===== src/rtl/i2c_bus_arbiter_if.sv =====
// i2c_bus_arbiter_if: requester, pad and master-engine signals around the I2C bus arbiter
interface i2c_bus_arbiter_if #(parameter int N_REQ = 3);
    logic [N_REQ-1:0]    req;
    logic [7*N_REQ-1:0]  req_addr;
    logic [N_REQ-1:0]    req_rnw;
    logic [16*N_REQ-1:0] req_wdata;
    logic [N_REQ-1:0]    gnt;
    logic [N_REQ-1:0]    rsp_valid;
    logic                rsp_err;
    logic [15:0]         rsp_rdata;
    logic                scl_in;
    logic                sda_in;
    logic                mst_start;
    logic [6:0]          mst_addr;
    logic                mst_rnw;
    logic [15:0]         mst_wdata;
    logic                mst_done;
    logic                mst_nack;
    logic [15:0]         mst_rdata;
    logic                mst_abort;
    modport master (
        input  req, req_addr, req_rnw, req_wdata, scl_in, sda_in, mst_done, mst_nack, mst_rdata,
        output gnt, rsp_valid, rsp_err, rsp_rdata, mst_start, mst_addr, mst_rnw, mst_wdata, mst_abort
    );
    modport slave (
        output req, req_addr, req_rnw, req_wdata, scl_in, sda_in, mst_done, mst_nack, mst_rdata,
        input  gnt, rsp_valid, rsp_err, rsp_rdata, mst_start, mst_addr, mst_rnw, mst_wdata, mst_abort
    );
endinterface


===== src/rtl/i2c_bus_arbiter.sv =====
// i2c_bus_arbiter: round-robin sharing of one I2C master engine among N_REQ sensor pollers
module i2c_bus_arbiter #(
    parameter int N_REQ    = 3,
    parameter int BUS_FREE = 8,
    parameter int TIMEOUT  = 50000,
    parameter int TMR_W    = 16
) (
    input logic               clk,
    input logic               rst_n,
    i2c_bus_arbiter_if.master bus
);
    localparam int IW = (N_REQ > 1) ? $clog2(N_REQ) : 1;
    localparam int FW = $clog2(BUS_FREE + 1);
    typedef enum logic [2:0] {IDLE, WAIT_FREE, START, BUSY, RESP} state_t;
    state_t        state;
    logic [IW-1:0] ptr, idx, sel;
    logic [FW-1:0] free_cnt;
    logic [TMR_W-1:0] timer;
    logic          found, bus_idle, time_up;
    assign bus_idle = bus.scl_in & bus.sda_in;
    assign time_up  = timer == TMR_W'(TIMEOUT - 1);
    // abort must see mst_done in the same cycle so a coincident done can suppress it
    assign bus.mst_abort = (state == BUSY) && time_up && !bus.mst_done;
    always_comb begin
        int j;
        j     = 0;
        found = 1'b0;
        sel   = '0;
        for (int k = N_REQ - 1; k >= 0; k--) begin
            j = (int'(ptr) + k) % N_REQ;
            if (bus.req[j]) begin
                found = 1'b1;
                sel   = IW'(j);
            end
        end
    end
    always_ff @(posedge clk or negedge rst_n) begin
        if (!rst_n) begin
            state         <= IDLE;
            ptr           <= '0;
            idx           <= '0;
            free_cnt      <= '0;
            timer         <= '0;
            bus.gnt       <= '0;
            bus.rsp_valid <= '0;
            bus.rsp_err   <= 1'b0;
            bus.rsp_rdata <= '0;
            bus.mst_start <= 1'b0;
            bus.mst_addr  <= '0;
            bus.mst_rnw   <= 1'b0;
            bus.mst_wdata <= '0;
        end else begin
            case (state)
                IDLE: if (found) begin
                    idx           <= sel;
                    bus.gnt       <= N_REQ'(1) << sel;
                    bus.mst_addr  <= bus.req_addr[7*sel +: 7];
                    bus.mst_rnw   <= bus.req_rnw[sel];
                    bus.mst_wdata <= bus.req_wdata[16*sel +: 16];
                    free_cnt      <= '0;
                    state         <= WAIT_FREE;
                end
                WAIT_FREE: if (!bus_idle) begin
                    free_cnt <= '0;
                end else if (free_cnt == FW'(BUS_FREE - 1)) begin
                    free_cnt      <= '0;
                    bus.mst_start <= 1'b1;
                    state         <= START;
                end else begin
                    free_cnt <= free_cnt + 1'b1;
                end
                START: begin
                    bus.mst_start <= 1'b0;
                    timer         <= '0;
                    state         <= BUSY;
                end
                BUSY: if (bus.mst_done || time_up) begin
                    bus.rsp_err   <= bus.mst_done ? bus.mst_nack : 1'b1;
                    bus.rsp_rdata <= bus.mst_done ? bus.mst_rdata : 16'h0000;
                    bus.rsp_valid <= N_REQ'(1) << idx;
                    state         <= RESP;
                end else begin
                    timer <= timer + 1'b1;
                end
                RESP: begin
                    bus.rsp_valid <= '0;
                    bus.gnt       <= '0;
                    ptr           <= (int'(idx) == N_REQ - 1) ? '0 : idx + 1'b1;
                    state         <= IDLE;
                end
                default: state <= IDLE;
            endcase
        end
    end
endmodule


===== src/flat_wrapper.sv =====
// flat-port wrapper written by rule: the top's interface ports become plain ports
module i2c_bus_arbiter_flat 
#(
    parameter int N_REQ    = 3,
    parameter int BUS_FREE = 8,
    parameter int TIMEOUT  = 50000,
    parameter int TMR_W    = 16
)
  (clk, rst_n, bus_req, bus_req_addr, bus_req_rnw, bus_req_wdata, bus_scl_in, bus_sda_in, bus_mst_done, bus_mst_nack, bus_mst_rdata, bus_gnt, bus_rsp_valid, bus_rsp_err, bus_rsp_rdata, bus_mst_start, bus_mst_addr, bus_mst_rnw, bus_mst_wdata, bus_mst_abort);
  i2c_bus_arbiter_if #(.N_REQ(N_REQ)) bus_i ();
  input logic clk;
  input logic rst_n;
  input wire logic [$bits(bus_i.req)-1:0] bus_req;
  input wire logic [$bits(bus_i.req_addr)-1:0] bus_req_addr;
  input wire logic [$bits(bus_i.req_rnw)-1:0] bus_req_rnw;
  input wire logic [$bits(bus_i.req_wdata)-1:0] bus_req_wdata;
  input wire logic [$bits(bus_i.scl_in)-1:0] bus_scl_in;
  input wire logic [$bits(bus_i.sda_in)-1:0] bus_sda_in;
  input wire logic [$bits(bus_i.mst_done)-1:0] bus_mst_done;
  input wire logic [$bits(bus_i.mst_nack)-1:0] bus_mst_nack;
  input wire logic [$bits(bus_i.mst_rdata)-1:0] bus_mst_rdata;
  output wire logic [$bits(bus_i.gnt)-1:0] bus_gnt;
  output wire logic [$bits(bus_i.rsp_valid)-1:0] bus_rsp_valid;
  output wire logic [$bits(bus_i.rsp_err)-1:0] bus_rsp_err;
  output wire logic [$bits(bus_i.rsp_rdata)-1:0] bus_rsp_rdata;
  output wire logic [$bits(bus_i.mst_start)-1:0] bus_mst_start;
  output wire logic [$bits(bus_i.mst_addr)-1:0] bus_mst_addr;
  output wire logic [$bits(bus_i.mst_rnw)-1:0] bus_mst_rnw;
  output wire logic [$bits(bus_i.mst_wdata)-1:0] bus_mst_wdata;
  output wire logic [$bits(bus_i.mst_abort)-1:0] bus_mst_abort;
  assign bus_i.req = bus_req;
  assign bus_i.req_addr = bus_req_addr;
  assign bus_i.req_rnw = bus_req_rnw;
  assign bus_i.req_wdata = bus_req_wdata;
  assign bus_i.scl_in = bus_scl_in;
  assign bus_i.sda_in = bus_sda_in;
  assign bus_i.mst_done = bus_mst_done;
  assign bus_i.mst_nack = bus_mst_nack;
  assign bus_i.mst_rdata = bus_mst_rdata;
  assign bus_gnt = bus_i.gnt;
  assign bus_rsp_valid = bus_i.rsp_valid;
  assign bus_rsp_err = bus_i.rsp_err;
  assign bus_rsp_rdata = bus_i.rsp_rdata;
  assign bus_mst_start = bus_i.mst_start;
  assign bus_mst_addr = bus_i.mst_addr;
  assign bus_mst_rnw = bus_i.mst_rnw;
  assign bus_mst_wdata = bus_i.mst_wdata;
  assign bus_mst_abort = bus_i.mst_abort;
  i2c_bus_arbiter #(.N_REQ(N_REQ), .BUS_FREE(BUS_FREE), .TIMEOUT(TIMEOUT), .TMR_W(TMR_W)) u_core (.clk(clk), .rst_n(rst_n), .bus(bus_i));
endmodule

===== config.mk =====
export PLATFORM = sky130hd
export DESIGN_NAME = i2c_bus_arbiter_flat
export DESIGN_NICKNAME = d
export VERILOG_FILES = /design/src/rtl/i2c_bus_arbiter_if.sv /design/src/rtl/i2c_bus_arbiter.sv /design/src/flat_wrapper.sv
export SDC_FILE = /design/constraint.sdc
export NUM_CORES = 1
export LEC_CHECK = 0
export CORE_ASPECT_RATIO = 0.5
export CORE_MARGIN = 2
export CORE_UTILIZATION = 45
export CTS_CLUSTER_SIZE = 12
export DETAILED_ROUTE_END_ITERATION = 12
export HOLD_SLACK_MARGIN = 0.03
export MAX_ROUTING_LAYER = met4
export PLACE_DENSITY = 0.77
export SETUP_SLACK_MARGIN = 0.3
export SLEW_MARGIN = 20
export SYNTH_ARGS = -nofsm -noshare
export SYNTH_HDL_FRONTEND = slang
export SYNTH_SLANG_ARGS = --single-unit

===== constraint.sdc =====
create_clock -name clk -period 3.1 [get_ports clk]
set_input_delay 0.93 -clock clk [delete_from_list [all_inputs] [get_ports clk]]
set_output_delay 0.93 -clock clk [all_outputs]
set_load 0.02 [all_outputs]

Word-level counts from Yosys, hierarchy flattened. Index checks and enable logic that the tools add are counted.

Register bits after elaboration: 75. Bits of input ports: 97. Output and inout bits: 49. Word-level logic and storage cells: 99.

$add $sub $neg: 5. $mul: 1. Div/mod/pow operators: 3. Magnitude comparators: 4. Equality and inequality tests: 12. Shift operators: 4. Muxes and demuxes: 38. Bitwise gates (word level): 1. Reduce and logical (&&, ||, !) cells: 18.

Operators with widths (count): less-than comparator 32 x 4 -> 1 bit, second input constant (3); modulo 32 x 3 -> 32 bit, second input constant (2); indexed part select 48 x 7 -> 16 bit (1); modulo 3 x 3 -> 32 bit, second input constant (1); 2-to-1 mux 16 bit (2); one-hot mux 16 bit (2 select lines) (1); indexed part select 21 x 6 -> 7 bit (1); 2-to-1 mux 3 bit (6); adder 16 x 1 -> 16 bit, second input constant (1); == test 16 bit, second input constant (1); 2-to-1 mux 1 bit (13); 2-to-1 mux 4 bit (3); one-hot mux 3 bit (2 select lines) (2); one-hot mux 3 bit (4 select lines) (1); AND reduction 2 bit (6); nonzero test 2 bit (5); binary-select mux 1 bit (select 2 bit) (4); 2-to-1 mux 2 bit (4); one-hot mux 4 bit (2 select lines) (1); == test 3 x 2 -> 1 bit, second input constant (2); != test 2 x 1 -> 1 bit, second input constant (3); << shifter 1 x 2 -> 3 bit, first input constant (2); multiplier 3 x 2 -> 5 bit, first input constant (1); adder 4 x 1 -> 4 bit, second input constant (1); 17 further kinds (19).

Logic depth before layout (Yosys ltp).
Depth after elaboration: 11. Mapped depth: 10. Gate-level depth less buffers: 7.

Worst setup path before layout. Ideal clock, no wire load.

Path kind: reg2out. Start: register u_core.timer[12]. End: output port bus_mst_abort. Arrival time: 1.944 ns. Data required time: 2.170 ns. Path slack: 0.226 ns. Stages on the path, launching flop included: 5. Path through: dfrtp_1 or4_4 nor4_4 nand2_1 nor3_1.

Longest elaborated chain between the ends: 3.

RTL lines: from (decl) (line i2c_bus_arbiter.sv:18) `logic [TMR_W-1:0] timer;`; from (signal assigned) (line i2c_bus_arbiter.sv:83) `timer <= timer + 1'b1;`; == test 16 bit (line i2c_bus_arbiter.sv:21) `assign time_up = timer == TMR_W'(TIMEOUT - 1);`; logical AND 1 bit (2 in series) (line i2c_bus_arbiter.sv:23) `assign bus.mst_abort = (state == BUSY) && time_up && !bus.mst_done;`; to (decl) (line flat_wrapper.sv:30) `output wire logic [$bits(bus_i.mst_abort)-1:0] bus_mst_abort;`.

Every way passes these cells.

Worst setup path after layout. Same ends and word-level chain as after synthesis.

==> results.md <==
- Outcome: finished, final reports clean
- CTS H-Tree Depth: 3
- Ys flop type: dfrtp_1
- Sequential-to-total area share from yosys stat: 46.0%
- Post-DR vias/cell: 5.27
- Fill cell total of the finished layout: 713
- Fraction of layout cells with a size suffix above 1: 8.48%
- Final count of hold timing violations: 0
- Leakage power: 2.70 nW
- Post-layout min period: 2.78 ns
- Antenna violations before repair: 0
- Grt ovf: 0
- Fmax: 360 MHz
- # diodes: 0
- # setup viols final: 0
- Slew Limit Fails: 0
- Die Width: 139 µm
- Core area: 0.00877 mm²
- Largest net degree at the start of global routing: 43
- Top-area cell type share of the netlist area: 46.0%
- RR Endpoint: u_core.bus.mst_wdata[3]
- CP Launch Point: u_core.timer[12]
- Seq cells post-synth: 75
- FF/Latch Area: 0.00188 mm²
- Cell Area, Synth: 0.00408 mm²
- Syn Nets: 528
- Via count: 3,661
- Die ar.: 0.00989 mm²
- Worst setup EP type: output pin
- MaxCap Viol Count: 0
- Slew HR: 50.0%
- Startpoint Class: flip-flop
- Arr. time, crit path: 1.85 ns
- Chip Height: 71.3 µm
- FF-to-FF path depth: 8
- Hold Slack: 0.481 ns
- Clock Path Buffers: 2
- Hold Crit Class: reg2reg
- Min-Delay Endpoint: u_core.bus.mst_start
- Number of flops mapped to enable cells by yosys: 0
- Pwr Density: 511 mW/mm²
- Place WS: -0.0960 ns
- CTS sink count: 75
- Reg2reg setup slack: 0.69 ns
- Hold Crit Depth: 2
- Placed cell area: 0.00576 mm²
- Maximum VDD drop: 0.277 mV
- Final cycle utilization of the critical path: 89.6%
- WL final: 10.5 mm
- Port Buffers: 145
- CP Class: reg2out
- Mapped Cells: 425
- Cell Rows: 24
- Wire length per cell: 15.1 µm
- Critical path fanouts, max: 2
- Total GRT Usage: 23.5%
- Total CTS buffers: 9
- Worst Hold Launch: u_core.bus.mst_start
- Top cell type by total area after synthesis: dfrtp_1
- Multi-input gate area: 0.00197 mm²
- Fin Setup TNS: 0 ns
- Yosys cell types: 53
- Final setup skew: 0.00388 ns
- Total iterations of the first detailed-routing run: 6
- Crit path setup slack, layout: 0.322 ns
- Unrepaired setup endpoints after global routing: true
- Clk_lat worst skew: 0.34 ns
- Reg2reg start: u_core.ptr[1]
- Initial Util: 46.5%
- Yosys warning count: 0
- Syn_area_per_cell: 9.60 µm²
- I/O Pins: 146
- Clock Pin Slew Worst Setup and Hold Paths: 0.06 ns
- Area grow syn2layout: 48.4%
- Post-route ant nets: 0
- Nets@finish: 677
- Dpl hpwl: 7.60 mm
- RePlAce Congestion: 0.859
- Fraction of registers with async set/reset: 100%
- Required @ worst endpoint: 2.17 ns
- CTS Root Cell: clkbuf_16
- First-pass GRT wire length: 18.1 mm
- DRC: 0
- Slew at the pin closest to its max-slew limit: 0.748 ns
- Vias in the first global route: 3,741
- CTS tree: done
- Synth area leaders: dfrtp_1 (46%), mux2i_1 (6.6%), o211ai_1 (5.2%)
- Drt initial violations: 144
- Final instance area: 0.00605 mm²
-- final cells by class --
| type | count | share of cell area, % |
|---|---|---|
| tap | 117 | 2.42 |
| clock inverter | 2 | 0.165 |
| inverter | 35 | 2.17 |
| multi-input combinational | 288 | 32.6 |
| sequential | 75 | 31.0 |
| clock buffer | 13 | 4.46 |
| timing repair buffer | 165 | 27.2 |
-- worst max path at each step --
stage	end	slack [ns]	cells after the start
final	bus_mst_abort	0.32	5
after global routing	bus_mst_abort	0.19	5
after CTS	bus_mst_abort	0.30	5
after detailed placement	bus_mst_abort	-0.1	3
after global placement	bus_mst_abort	-0.11	3
after floorplan	bus_mst_abort	0.37	4
-- per-stage QoR --
| stage | total power (W) | util [%] | instances |
|---|---|---|---|
| after floorplan | 0.00162 | - | 425 |
| after global routing | 0.00323 | 69.0 | 695 |
| after detailed placement | 0.00213 | 65.7 | 678 |
| after global placement | 0.00211 | 65.7 | 678 |
| final | 0.00309 | 69.0 | 695 |
| after CTS | 0.00312 | 69.0 | 694 |
-- cells in the final DEF (no fill, tap or decap), drive strengths merged, types with 6 or more instances in the layout --
cell type      synthesis  final
clkbuf                13     13
mux2i                 27     27
a21oi                 10     10
buf                   14     22
nor2                  11     11
a22o                  17     17
o211ai                28     28
nand3                 18     18
a21o                   7      7
or3                   27     27
nand2b                10     10
inv                   35     35
nand2                 54     54
o21ai                 11     11
ha                     6      6
clkdlybuf4s50          0    143
dfrtp                 75     75
-- report_power, final --
group          total (W)  leakage, nW  internal, W  switching, W
combinational   0.000891         1.62     0.000473      0.000417
clock           0.000988        0.141     0.000600      0.000388
sequential       0.00121        0.944      0.00113     0.0000882
-- kinds of logic (layout without fill, tap and decap cells) --
kind of cell    after synthesis  count (layout)  synth area share [%]
simple gates                153             153                  19.8
xor+xnor                      5               5                  1.07
compound gates               95              95                  17.6
fa+ha+maj                     6               6                  1.84
buf+inv                      62             215                  6.50
mux                          29              29                  7.18
flops                        75              75                  46.0
-- Yosys cell counts (3+ instances only) --
master    instances
nand3b_1          4
buf_2            11
nand2_1          54
dfrtp_1          75
o211ai_1         28
a21o_1            7
o21ai_0          10
ha_1              6
nand2b_1         10
a41oi_1           3
a211oi_1          3
a22o_1           17
inv_1            34
nor2b_1           3
nand4_1           5
clkbuf_1         13
or3_1            27
xnor2_1           5
mux2i_1          27
nor2_1           11
a21oi_1          10
nor3_1            5
and3_1            3
nand3_1          17
-- what timing repair did --
action / 4_1_cts / 5_1_grt
endpoints found under the setup margin: 1 / 1
resized for setup: 5 / 0
setup buffers: 1 / 1
cloned: 0 / 0
hold buffers: 0 / 0
pin swaps: 2 / 0
-- flip-flops by register name, summed over array words and instances (netlist names) --
register,flops
u_core.bus.mst_wdata,16
u_core.bus.rsp_rdata,16
u_core.timer,16
u_core.bus.mst_addr,7
u_core.free_cnt,4
u_core.bus.gnt,3
u_core.bus.rsp_valid,3
u_core.state,3
u_core.idx,2
u_core.ptr,2
u_core.bus.mst_rnw,1
u_core.bus.mst_start,1
u_core.bus.rsp_err,1
-- per-layer routing --
layer  global-route usage, %  wire, µm  up-vias
li1                        -         -     1819
met1                    28.6      4680     1733
met2                    38.8      5090       92
met3                    7.42       559       17
met4                    5.95       148        0
met5                       -         0        -
-- critical path, cell delays in order (launching register included) --
cell	delay [ns]
dfrtp_1	0.38
or4_4	0.55
nor4_4	0.16
nand2_1	0.09
nor3_2	0.16
buf_4	0.18
Power figures use the tool's default switching activity.
